`config.mk`:
```
export PLATFORM = sky130hd
export DESIGN_NAME = imsic_csr_req
export DESIGN_NICKNAME = d
export VERILOG_FILES = /design/src/rtl/imsic_csr_req.sv
export SDC_FILE = /design/constraint.sdc
export NUM_CORES = 1
export LEC_CHECK = 0
export BUFFER_PORTS_ARGS = -buffer_cell sky130_fd_sc_hd__buf_2
export CAP_MARGIN = 20
export CORE_MARGIN = 2
export CORE_UTILIZATION = 41
export CTS_CLUSTER_SIZE = 40
export DETAILED_ROUTE_END_ITERATION = 7
export GPL_ROUTABILITY_DRIVEN = 0
export PLACE_DENSITY = 0.83
export SLEW_MARGIN = 20
export SYNTH_ARGS = -nofsm -noshare
export SYNTH_HDL_FRONTEND = slang
export SYNTH_SLANG_ARGS = --single-unit
```
`constraint.sdc`:
```
create_clock -name clk -period 1.5 [get_ports clk]
set_input_delay 0 -clock clk [delete_from_list [all_inputs] [get_ports clk]]
set_output_delay 0 -clock clk [all_outputs]
set_load 0.02 [all_outputs]
```
`src/rtl/imsic_csr_req.sv`:
```
`default_nettype none
// ============================================================================
// Module   : imsic_csr_req
// Purpose  : Hart-side initiator for the IMSIC interrupt-file CSR channel.
//            Issues one indirect-CSR access and returns the response.
// Revision : 1.0 - initial release
// ============================================================================
module imsic_csr_req #(
    parameter int NR_INTP_FILES   = 7,
    parameter int XLEN            = 64,
    parameter int INTP_FILE_WIDTH = 3,
    parameter int TIMEOUT_CYC     = 16
) (
    input  logic                       clk,
    input  logic                       rst,

    input  logic                       req_vld,
    output logic                       req_rdy,
    input  logic [11:0]                req_iselect,
    input  logic [1:0]                 req_priv,
    input  logic                       req_v,
    input  logic [5:0]                 req_vgein,
    input  logic                       req_wen,
    input  logic [1:0]                 req_op,
    input  logic [XLEN-1:0]            req_wdata,

    output logic                       rsp_vld,
    input  logic                       rsp_rdy,
    output logic [XLEN-1:0]            rsp_rdata,
    output logic                       rsp_illegal,
    output logic                       rsp_timeout,

    output logic [11:0]                csr_addr,
    output logic                       csr_rd,
    output logic [INTP_FILE_WIDTH-1:0] intp_file_sel,
    output logic                       priv_is_illegal,
    output logic                       i_csr_v,
    output logic                       i_csr_wdata_vld,
    output logic [XLEN-1:0]            i_csr_wdata,
    output logic [1:0]                 i_csr_wdata_op,
    input  logic                       o_csr_rdata_vld,
    input  logic [XLEN-1:0]            o_csr_rdata,
    input  logic                       o_csr_illegal
);

    localparam int       c_max_vgein = NR_INTP_FILES - 2;
    localparam logic [7:0] c_cnt_last = 8'(TIMEOUT_CYC - 1);

    typedef enum logic [1:0] {
        ST_IDLE  = 2'd0,
        ST_ISSUE = 2'd1,
        ST_WAIT  = 2'd2,
        ST_RESP  = 2'd3
    } state_t;

    state_t r_state;
    state_t w_state_nxt;

    logic w_accept;
    logic w_hit;
    logic w_expire;

    logic [7:0]                 r_cnt;
    logic [11:0]                r_csr_addr;
    logic                       r_csr_rd;
    logic [INTP_FILE_WIDTH-1:0] r_sel;
    logic                       r_priv_ill;
    logic                       r_v;
    logic                       r_wdata_vld;
    logic [XLEN-1:0]            r_wdata;
    logic [1:0]                 r_op;
    logic [XLEN-1:0]            r_rsp_rdata;
    logic                       r_rsp_illegal;
    logic                       r_rsp_timeout;

    // Interrupt-file decode: M=0, S=1, VS files follow at 1+vgein.
    logic                       w_priv_bad;
    logic                       w_vgein_bad;
    logic                       w_priv_ill;
    logic [6:0]                 w_vs_idx;
    logic [INTP_FILE_WIDTH-1:0] w_sel;

    always_comb begin
        w_priv_bad  = !((req_priv == 2'd3) || (req_priv == 2'd1));
        w_vgein_bad = req_v && ((req_vgein == 6'd0) || (int'(req_vgein) > c_max_vgein));
        w_priv_ill  = w_priv_bad || w_vgein_bad;
        w_vs_idx    = {1'b0, req_vgein} + 7'd1;
        w_sel       = '0;
        if (w_priv_ill) begin
            w_sel = '0;
        end else if (req_v) begin
            w_sel = INTP_FILE_WIDTH'(w_vs_idx);
        end else if (req_priv == 2'd1) begin
            w_sel = INTP_FILE_WIDTH'(1);
        end
    end

    always_ff @(posedge clk) begin
        if (rst) begin
            r_state <= ST_IDLE;
        end else begin
            r_state <= w_state_nxt;
        end
    end

    always_comb begin
        w_state_nxt = r_state;
        w_accept    = 1'b0;
        w_hit       = 1'b0;
        w_expire    = 1'b0;
        case (r_state)
            ST_IDLE: begin
                if (req_vld) begin
                    w_accept    = 1'b1;
                    w_state_nxt = ST_ISSUE;
                end
            end
            ST_ISSUE: begin
                w_state_nxt = ST_WAIT;
            end
            ST_WAIT: begin
                // A strobe on the terminal count wins over the timeout.
                if (o_csr_rdata_vld) begin
                    w_hit       = 1'b1;
                    w_state_nxt = ST_RESP;
                end else if (r_cnt == c_cnt_last) begin
                    w_expire    = 1'b1;
                    w_state_nxt = ST_RESP;
                end
            end
            ST_RESP: begin
                if (rsp_rdy) begin
                    w_state_nxt = ST_IDLE;
                end
            end
            default: begin
                w_state_nxt = ST_IDLE;
            end
        endcase
    end

    always_ff @(posedge clk) begin
        if (rst) begin
            r_cnt <= '0;
        end else if (r_state == ST_ISSUE) begin
            r_cnt <= '0;
        end else if ((r_state == ST_WAIT) && !w_hit && !w_expire) begin
            r_cnt <= r_cnt + 8'd1;
        end
    end

    // Channel outputs are loaded on acceptance so the strobe lines up with ISSUE.
    always_ff @(posedge clk) begin
        if (rst) begin
            r_csr_addr  <= '0;
            r_csr_rd    <= 1'b0;
            r_sel       <= '0;
            r_priv_ill  <= 1'b0;
            r_v         <= 1'b0;
            r_wdata_vld <= 1'b0;
            r_wdata     <= '0;
            r_op        <= '0;
        end else if (w_accept) begin
            r_csr_addr  <= req_iselect;
            r_csr_rd    <= 1'b1;
            r_sel       <= w_sel;
            r_priv_ill  <= w_priv_ill;
            r_v         <= req_v;
            r_wdata_vld <= req_wen;
            r_wdata     <= req_wdata;
            r_op        <= req_op;
        end else begin
            r_csr_rd    <= 1'b0;
            r_wdata_vld <= 1'b0;
        end
    end

    always_ff @(posedge clk) begin
        if (rst) begin
            r_rsp_rdata   <= '0;
            r_rsp_illegal <= 1'b0;
            r_rsp_timeout <= 1'b0;
        end else if (w_hit) begin
            r_rsp_rdata   <= o_csr_rdata;
            r_rsp_illegal <= o_csr_illegal;
            r_rsp_timeout <= 1'b0;
        end else if (w_expire) begin
            r_rsp_rdata   <= '0;
            r_rsp_illegal <= 1'b1;
            r_rsp_timeout <= 1'b1;
        end
    end

    assign req_rdy         = (r_state == ST_IDLE);
    assign rsp_vld         = (r_state == ST_RESP);
    assign rsp_rdata       = r_rsp_rdata;
    assign rsp_illegal     = r_rsp_illegal;
    assign rsp_timeout     = r_rsp_timeout;
    assign csr_addr        = r_csr_addr;
    assign csr_rd          = r_csr_rd;
    assign intp_file_sel   = r_sel;
    assign priv_is_illegal = r_priv_ill;
    assign i_csr_v         = r_v;
    assign i_csr_wdata_vld = r_wdata_vld;
    assign i_csr_wdata     = r_wdata;
    assign i_csr_wdata_op  = r_op;

endmodule
`default_nettype wire

```
---- Word level (Yosys, flattened, before mapping) ----
Index checks and enable logic that the tools add are counted.
W data, S select, Z words.
operators by class
  bitwise gates (word level) .............. 1
  add/subtract/negate cells ............... 2
  mux-type cells .......................... 20
  order comparisons ....................... 1
  div/mod/pow operators ................... 0
  reduce and logical (&&, ||, !) cells .... 16
  $mul .................................... 0
  shift operators ......................... 0
  equality and inequality tests ........... 9
operator list
  operator               number
  $mux W64               2
  $mux W1                11
  $add A8 B1 Y8 const B  1
  $eq A8 B4 Y1 const B   1
  $mux W2                4
  $pmux W2 S4            1
  $eq A2 B2 Y1 const B   3
  $gt A6 B3 Y1 const B   1
  $logic_not A6 Y1       1
  $mux W3                2
  $reduce_or A2 Y1       3
  $eq A2 B1 Y1 const B   2
  $add A3 B1 Y3 const B  1
  $logic_and A1 B1 Y1    3
  $logic_not A1 Y1       3
  $logic_or A1 B1 Y1     3
  $ne A3 B3 Y1 const B   1
  $reduce_and A3 Y1      1
  $logic_not A2 Y1       1
  $ne A2 B1 Y1 const B   1
  $ne A2 B2 Y1 const B   1
  $reduce_bool A2 Y1     1
  $not A1 Y1             1
storage, ports and cells
  flip-flop bits (word level) ............. 161
  output and inout port bits .............. 153
  latch bits .............................. 0
  bits of input ports ..................... 158
  word-level logic and storage cells ...... 62
  memories ................................ 0
  RAM bits ................................ 0
  bits in read-only memories .............. 0

---- Depth between registers and ports, before layout ----
Gate-level depths: netlist of the first run.
  depth in word-level cells ............... 6
  gate-level depth with buffers ........... 8
  mapped depth without buffers ............ 6

---- Least setup slack after synthesis of the first run ----
OpenSTA, ideal clock, no wires.
  path type ............................... reg-to-reg
  from .................................... register r_state[0]
  to ...................................... register r_csr_addr[0], in the netlist csr_addr[0]
  data arrival time ....................... 1.610 ns
  required time ........................... 1.430 ns
  setup slack ............................. -0.181 ns
  period minus slack after synthesis ...... 1.681 ns
  cell stages (with the launch flop) ...... 8
  setup time .............................. 0.070 ns
  buffers on the path ..................... 2
  cell sequence ........................... dfxtp_1 -> inv_1 -> ha_1 -> and2_1 -> clkbuf_1 -> clkbuf_1 -> nand2_1 -> a21oi_1
on the way
  cells in the longest elaborated chain, start to end .. 2
ends and longest elaborated chain
  what                    RTL line  text
  start, declared         56        state_t r_state;
  start signal, assigned  102       r_state <= w_state_nxt;
  $logic_not A2 Y1        --
  named net req_rdy       18        output logic req_rdy,
  $mux W1                 111       case (r_state)
  end signal, assigned    164       r_csr_addr <= req_iselect;
  end, declared           64        logic [11:0] r_csr_addr;
The timed path passes the listed nets, and every way through them passes these cells.
A chain may end at the register's enable or synchronous reset.

---- Worst setup path after layout of the first run ----
  from .................................... register r_cnt[7]
  to ...................................... register r_rsp_rdata[43], in the netlist rsp_rdata[43]
on the way
  cells in the longest elaborated chain, start to end .. 5
ends and longest elaborated chain
  what                                 RTL line  text
  start, declared                      63        logic [7:0] r_cnt;
  start signal, assigned               148       r_cnt <= r_cnt + 8'd1;
  $eq A8 B4 Y1                         126       end else if (r_cnt == c_cnt_last) begin
  $mux W1                              126
  $mux W1                              123       if (o_csr_rdata_vld) begin
  $mux W1                              111
  $reduce_bool A2 Y1 (no source line)  --
  end signal, assigned                 184       r_rsp_rdata <= o_csr_rdata;
  end, declared                        72        logic [XLEN-1:0] r_rsp_rdata;
Every way passes these cells.

==> impl_metrics.csv, run 1 <==
group,metric,value,unit
timing,worst_pin_slew,800,ps
logic_synthesis,yosysSeqAreaShare,0.546,
timing,slew_violations,0,
run_status,violations,"negative hold slack, negative setup slack",
cts,clk_path_buf_depth,2,
timing,setup_viol,55,
timing,clock_skew,9.69,ps
power_and_ir_drop,peakVddDrop,1380,uV
routing,ant_nets,0,
finish,drive_gt1_frac,0.383,
logic_synthesis,synth_edf_count,0,
floorplanning,rows,43,
floorplanning,ios,311,
routing,routedWlPerCell,18.9,um
finish,layout_commonest_cell,"buf_2",
cts,cts_htree_levels,4,
global_route,overflow,0,
timing,holdWs,-85.6,ps
floorplanning,start_util,0.422,
run_status,status,"complete, but fails checks",
finish,fill_cells,790,
power_and_ir_drop,total_power,15.5,mW
critical_path,path_max_fanout,9,
critical_path,startpoint,"r_cnt[7]$_SDFFE_PP0P_",
power_and_ir_drop,p_per_area,1460,mW/mm^2
critical_path,cp.arrival,1950,ps
critical_path,crit_end,"rsp_rdata[43]$_SDFFE_PP0P_",
floorplanning,die-area,0.0154,sq mm
critical_path,r2r_start,"r_cnt[7]$_SDFFE_PP0P_",
timing,slew_headroom,0.465,
finish,finalNetCount,1376,
floorplanning,fp.dieH,124,um
logic_synthesis,yosysWarnings,0,
critical_path,required,1790,ps
timing,fmax,603,MHz
logic_synthesis,synthArstFlopShare,0,
floorplanning,die_x,124,um
cts,clockRootBuffer,"clkbuf_16",
timing,min_period_over_period,1.11,
min_path,worstHoldPathType,"in -> reg",
timing,timing.final.ws_setup,-158,ps
routing,num_vias,7583,
placement,dp_hpwl,12100,um
logic_synthesis,avgSynthCellArea,8.03,sq um
logic_synthesis,synth_nets,902,
logic_synthesis,ys_seq_elements,161,
timing,hold_viol_final,11,
critical_path,worstSetupPathType,"reg -> reg",
cts,cts_buffers,17,
timing,fin_setup_tns,-2040,ps
timing,fin_crit,1660,ps
critical_path,cp_slowest_cell,"nor4_4",
power_and_ir_drop,p_leak,4.78,nW
critical_path,end_kind,"register",
cts,cts_tree,"done",
logic_synthesis,yosysUniqueCellTypes,34,
finish,final_cell_mix,"buf_2 (309), nand2_1 (225), dfxtp_1 (155)",
routing,drtIter0Drc,704,
routing,drc_errors,0,
critical_path,reg2reg_depth,6,
critical_path,cp-start-kind,"register",
run,cap_violations,0,
global_route,antenna_found_initial,2,
timing,rsz0062_at_grt,"true",
floorplanning,coreArea,0.0140,sq mm
critical_path,critPathMaxStageDelay,400,ps
global_route,grt_pass1_wl,34800,um
logic_synthesis,synthCells,735,
global_route,grt_pass1_vias,7301,
global_route,grtUsageTotal,0.290,
routing,wl,26600,um
logic_synthesis,synth_ff_type,"dfxtp_1",
logic_synthesis,netlist_area,0.00590,sq mm
cts,clk_latency,420,ps
cts,clock_sinks,161,
routing,detail_route.first_pass.iterations,5,
finish,syn2layout_area_growth,80.0,%
cts,ctsHoldBuffers,149,
cts,cts.clk_slew.worst_paths,60,ps
global_route,grt_start_max_net_pins,66,
placement,numPortBuffers,310,
critical_path,r2r_setup_slack,-160,ps
critical_path,crit_chain,"nor4_4 > a21oi_4 > buf_6 > buf_16 > o21ai_1 > a21oi_1",
routing,vias_per_cell,5.41,
critical_path,r2r_end,"rsp_rdata[43]$_SDFFE_PP0P_",
registers in the layout, indices dropped and copies added (netlist names), 2 cells and up:
| name | cells |
|---|---|
| rsp_rdata | 64 |
| r_cnt | 8 |
| i_csr_wdata_op | 2 |
| csr_addr | 12 |
| intp_file_sel | 3 |
| i_csr_wdata | 64 |
| r_state | 2 |
metal layers:
layer,part of all wire,routed length [um],vias to the layer above,GRT usage
met5,0,0,-,0
met4,0.060,1590,0,0.171
met3,0.10,2780,160,0.104
met2,0.49,13100,554,0.503
met1,0.34,9120,3485,0.302
li1,-,-,3384,-
cell usage after synthesis (2+ instances only):
master    number  area, sq um
buf_2          3         15.0
a21oi_1      148          741
ha_1           9          113
a211oi_1       3         22.5
buf_1          4         15.0
nand2_1      226          848
dfxtp_1      161         3220
nand2b_1       2         12.5
and3_1         4         25.0
nand3_1        3         15.0
inv_1          9         33.8
clkbuf_2       2         10.0
xnor2_1        4         35.0
a21oi_2        2         17.5
xor2_1         4         35.0
mux2i_1        2         20.0
a31oi_1        2         12.5
clkbuf_1      49          184
nor3_1         2         10.0
o21ai_1        8         40.0
and2_1         4         25.0
o21ai_0       59          295
nand4_1        3         18.8
nor2_1        12         45.0
how the worst min path moves through the flow:
stage / slack [ps] / endpoint / cells past startpoint / from
floorplan: 120 / i_csr_wdata_vld$_SDFF_PP0_ / 1 / req_wen
global placement: 200 / i_csr_wdata_vld$_SDFF_PP0_ / 2 / req_wen
detailed placement: 220 / i_csr_wdata_vld$_SDFF_PP0_ / 2 / req_wen
CTS: -90 / i_csr_wdata[32]$_SDFFE_PP0P_ / 2 / rst
global route: -80 / r_state[1]$_SDFFE_PP0P_ / 2 / rst
finish: -90 / r_state[1]$_SDFFE_PP0P_ / 2 / rst
cell type report:
cell class,count,area [sq um],share of cell area
Antenna cell,2,5.00,0.000471
Clock buffer,18,429,0.0404
Clock inverter,12,160,0.0151
Inverter,9,33.8,0.00318
Multi-Input combinational cell,508,2730,0.257
Sequential cell,161,3230,0.304
Tap cell,180,225,0.0212
Timing Repair Buffer,512,3810,0.359
where the power goes:
group          switching [mW]  internal (mW)  leakage [nW]
logic                    3.52           2.26          3.19
clock network            1.79           2.61         0.275
registers               0.391           4.94          1.31
timing repair:
item,4_1_cts,5_1_grt
hold endpoints to repair,147,12
pin swaps,5,36
setup buffers,4,6
endpoints found under the setup margin,115,148
cloned,1,14
resized for setup,36,109
critical path, delay by kind of cell, from the launching register on:
kind	cells	cell delay (ps)
compound gates	3	460
buf+inv	2	320
flops	1	340
simple gates	1	400
per-stage QoR:
stage	hold WS [ps]	area, sq um	instances	setup slack (ps)	util
after CTS	-85.0	9980	1381	-63.1	0.713
after detailed placement	223	7820	1197	-57.3	0.559
after floorplan	122	5980	735	-13.1	-
after global routing	-81.1	10600	1402	-398	0.760
final	-85.6	10600	1402	-158	0.760
after global placement	200	7820	1197	12.3	0.559
kinds of logic after synthesis:
logic type                 Yosys count  share of synthesized area
adders and majority gates            9                     0.0191
buffers and inverters               67                     0.0437
AOI/OAI and AO/OA                  225                      0.196
muxes                                2                    0.00339
DFF                                161                      0.546
xor gates and xnor gates             8                     0.0119
and+or+nand+nor                    263                      0.181
(Power assumes the default switching activity.)
==> run 2, diff against run 1 <==
--- a/config.mk
+++ b/config.mk
@@ -5,7 +5,7 @@
 export SDC_FILE = /design/constraint.sdc
 export NUM_CORES = 1
 export LEC_CHECK = 0
-export BUFFER_PORTS_ARGS = -buffer_cell sky130_fd_sc_hd__buf_2
+export BUFFER_PORTS_ARGS = -buffer_cell sky130_fd_sc_hd__clkbuf_2
 export CAP_MARGIN = 20
 export CORE_MARGIN = 2
 export CORE_UTILIZATION = 41
@@ -13,7 +13,6 @@
 export DETAILED_ROUTE_END_ITERATION = 7
 export GPL_ROUTABILITY_DRIVEN = 0
 export PLACE_DENSITY = 0.83
-export SLEW_MARGIN = 20
 export SYNTH_ARGS = -nofsm -noshare
 export SYNTH_HDL_FRONTEND = slang
 export SYNTH_SLANG_ARGS = --single-unit
==> constraint.sdc (replaced) <==
create_clock -name clk -period 1.5 [get_ports clk]
set_input_delay 0.45 -clock clk [delete_from_list [all_inputs] [get_ports clk]]
set_output_delay 0.45 -clock clk [all_outputs]
set_load 0.02 [all_outputs]
==> impl_metrics.csv, run 2 (synthesis gave the netlist of run 1 again) <==
group,metric,value,unit
run_status,status,"complete, but fails checks",
run_status,violations,"negative setup slack",
critical_path,cp_slowest_cell,"dfxtp_2",
routing,vias_per_cell,5.12,
timing,setup_viol,59,
timing,fmax,627,MHz
timing,holdWs,240,ps
placement,dpl_cell_area,0.00793,sq mm
power_and_ir_drop,total_power,15.0,mW
finish,final_cell_mix,"clkbuf_2 (307), nand2_1 (225), dfxtp_1 (154)",
timing,hold_viol_final,0,
global_route,antenna_found_initial,0,
critical_path,required,1840,ps
timing,rsz0062_at_grt,"true",
cts,clockRootBuffer,"clkbuf_16",
critical_path,end_kind,"register",
critical_path,crit_chain,"ha_2 > and3_4 > a21oi_4 > buf_6 > clkbuf_16 > o21ai_1 > a21oi_1",
placement,numPortBuffers,310,
power_and_ir_drop,peakVddDrop,784,uV
global_route,overflow,0,
critical_path,r2r_start,"r_cnt[1]$_SDFFE_PP0P_",
run,cap_violations,0,
timing,clock_skew,12.1,ps
critical_path,r2r_setup_slack,-90,ps
placement,pre_cts_ws,-91.9,ps
power_and_ir_drop,p_per_area,1630,mW/mm^2
finish,final_cells,1256,
critical_path,critPathBufInv,2,
finish,layout_commonest_cell,"clkbuf_2",
floorplanning,start_util,0.422,
floorplanning,die_x,124,um
cts,clock_sinks,161,
placement,place_inst,1207,
finish,fin_area,0.00920,sq mm
cts,cts_buffers,17,
routing,ant_nets,0,
finish,finalNetCount,1232,
critical_path,cp-start-kind,"register",
routing,num_vias,6429,
timing,timing.final.ws_setup,-94.2,ps
routing,detail_route.first_pass.iterations,5,
timing,slew_violations,0,
critical_path,path_max_fanout,8,
global_route,grt_pass1_vias,5650,
min_path,worstHoldPathType,"in -> reg",
global_route,grt_start_max_net_pins,58,
cts,cts_htree_levels,4,
critical_path,worstSetupPathType,"reg -> reg",
timing,worst_pin_slew,347,ps
floorplanning,fp.dieH,124,um
power_and_ir_drop,p_leak,4.13,nW
global_route,grt_pass1_wl,26800,um
routing,drtIter0Drc,327,
min_path,hp-start,"req_wdata[15]",
placement,dp_hpwl,12500,um
floorplanning,ios,311,
floorplanning,coreArea,0.0140,sq mm
floorplanning,die-area,0.0154,sq mm
critical_path,cp.arrival,1940,ps
floorplanning,rows,43,
min_path,hold_path_end,"i_csr_wdata[15]$_SDFFE_PP0P_",
cts,cts.clk_slew.worst_paths,70,ps
global_route,grtUsageTotal,0.223,
critical_path,reg2reg_depth,7,
routing,drc_errors,0,
critical_path,critPathTopFamily,"compound AO/OA/AOI/OAI gates",
timing,min_period_over_period,1.06,
critical_path,r2r_end,"rsp_rdata[16]$_SDFFE_PP0P_",
finish,drive_gt1_frac,0.437,
timing,fin_crit,1590,ps
min_path,hold_path_depth,3,
cts,cts_tree,"done",
cts,clk_path_buf_depth,2,
cts,clk_latency,420,ps
timing,slew_headroom,0.767,
routing,routedWlPerCell,15.9,um
finish,syn2layout_area_growth,55.9,%
critical_path,critPathMaxStageDelay,320,ps
finish,antennaDiodeCount,0,
finish,fill_cells,1107,
routing,wl,20000,um
## run 2: where the power goes
| group | internal, mW | switching [mW] |
|---|---|---|
| clock network | 3.00 | 1.74 |
| logic | 1.83 | 3.14 |
| registers | 4.94 | 0.369 |
| total | 9.77 | 5.25 |
## run 2: worst max path at each step
stage                            start                       endpoint  slack [ps]  cells after the start
2_1_floorplan  r_state[0]$_SDFFE_PP0P_     rsp_rdata[24]$_SDFFE_PP0P_         -10                      7
3_3_place_gp              req_vgein[3]   priv_is_illegal$_SDFFE_PP0P_         -70                      5
3_5_place_dp              req_vgein[3]  intp_file_sel[0]$_SDFFE_PP0P_         -90                      5
4_1_cts        r_state[0]$_SDFFE_PP0P_                        req_rdy        -100                      3
5_1_grt        r_state[0]$_SDFFE_PP0P_                        req_rdy        -120                      3
6_report         r_cnt[1]$_SDFFE_PP0P_     rsp_rdata[16]$_SDFFE_PP0P_         -90                      7
## run 2: worst register-to-register path, stage by stage (launching register included)
cell and delay [ps]:
dfxtp_2 320, ha_2 180, and3_4 200, a21oi_4 220
buf_6 200, clkbuf_16 180, o21ai_1 60, a21oi_1 160
## run 2: cell type report
| type | instances | area [sq um] | area share |
|---|---|---|---|
| Tap cell | 180 | 225 | 0.0245 |
| Multi-Input combinational cell | 507 | 2730 | 0.297 |
| Timing Repair Buffer | 369 | 2340 | 0.254 |
| Inverter | 9 | 33.8 | 0.00367 |
| Clock inverter | 12 | 204 | 0.0222 |
| Clock buffer | 18 | 439 | 0.0477 |
| Sequential cell | 161 | 3230 | 0.351 |
## run 2: timing repair
item,in CTS,in global routing
setup endpoints to repair,98,86
pin swaps,20,27
hold endpoints to repair,0,0
hold buffers,0,0
gates cloned,2,7
resized for setup,38,104
setup buffers,6,4
## run 2: routing by layer
| layer | track usage | routed length, um | share of wire |
|---|---|---|---|
| met1 | 0.242 | 7290 | 0.37 |
| met2 | 0.402 | 10300 | 0.52 |
| met3 | 0.0710 | 1660 | 0.083 |
| met4 | 0.0836 | 687 | 0.034 |
| met5 | 0 | 0 | 0 |
## run 2: per-stage QoR
stage,TNS (ps),util
final,-2100,0.658
after global routing,-4650,0.658
after CTS,-2860,0.625
after detailed placement,-1350,0.567
after global placement,-214,0.567
after floorplan,-78.4,-
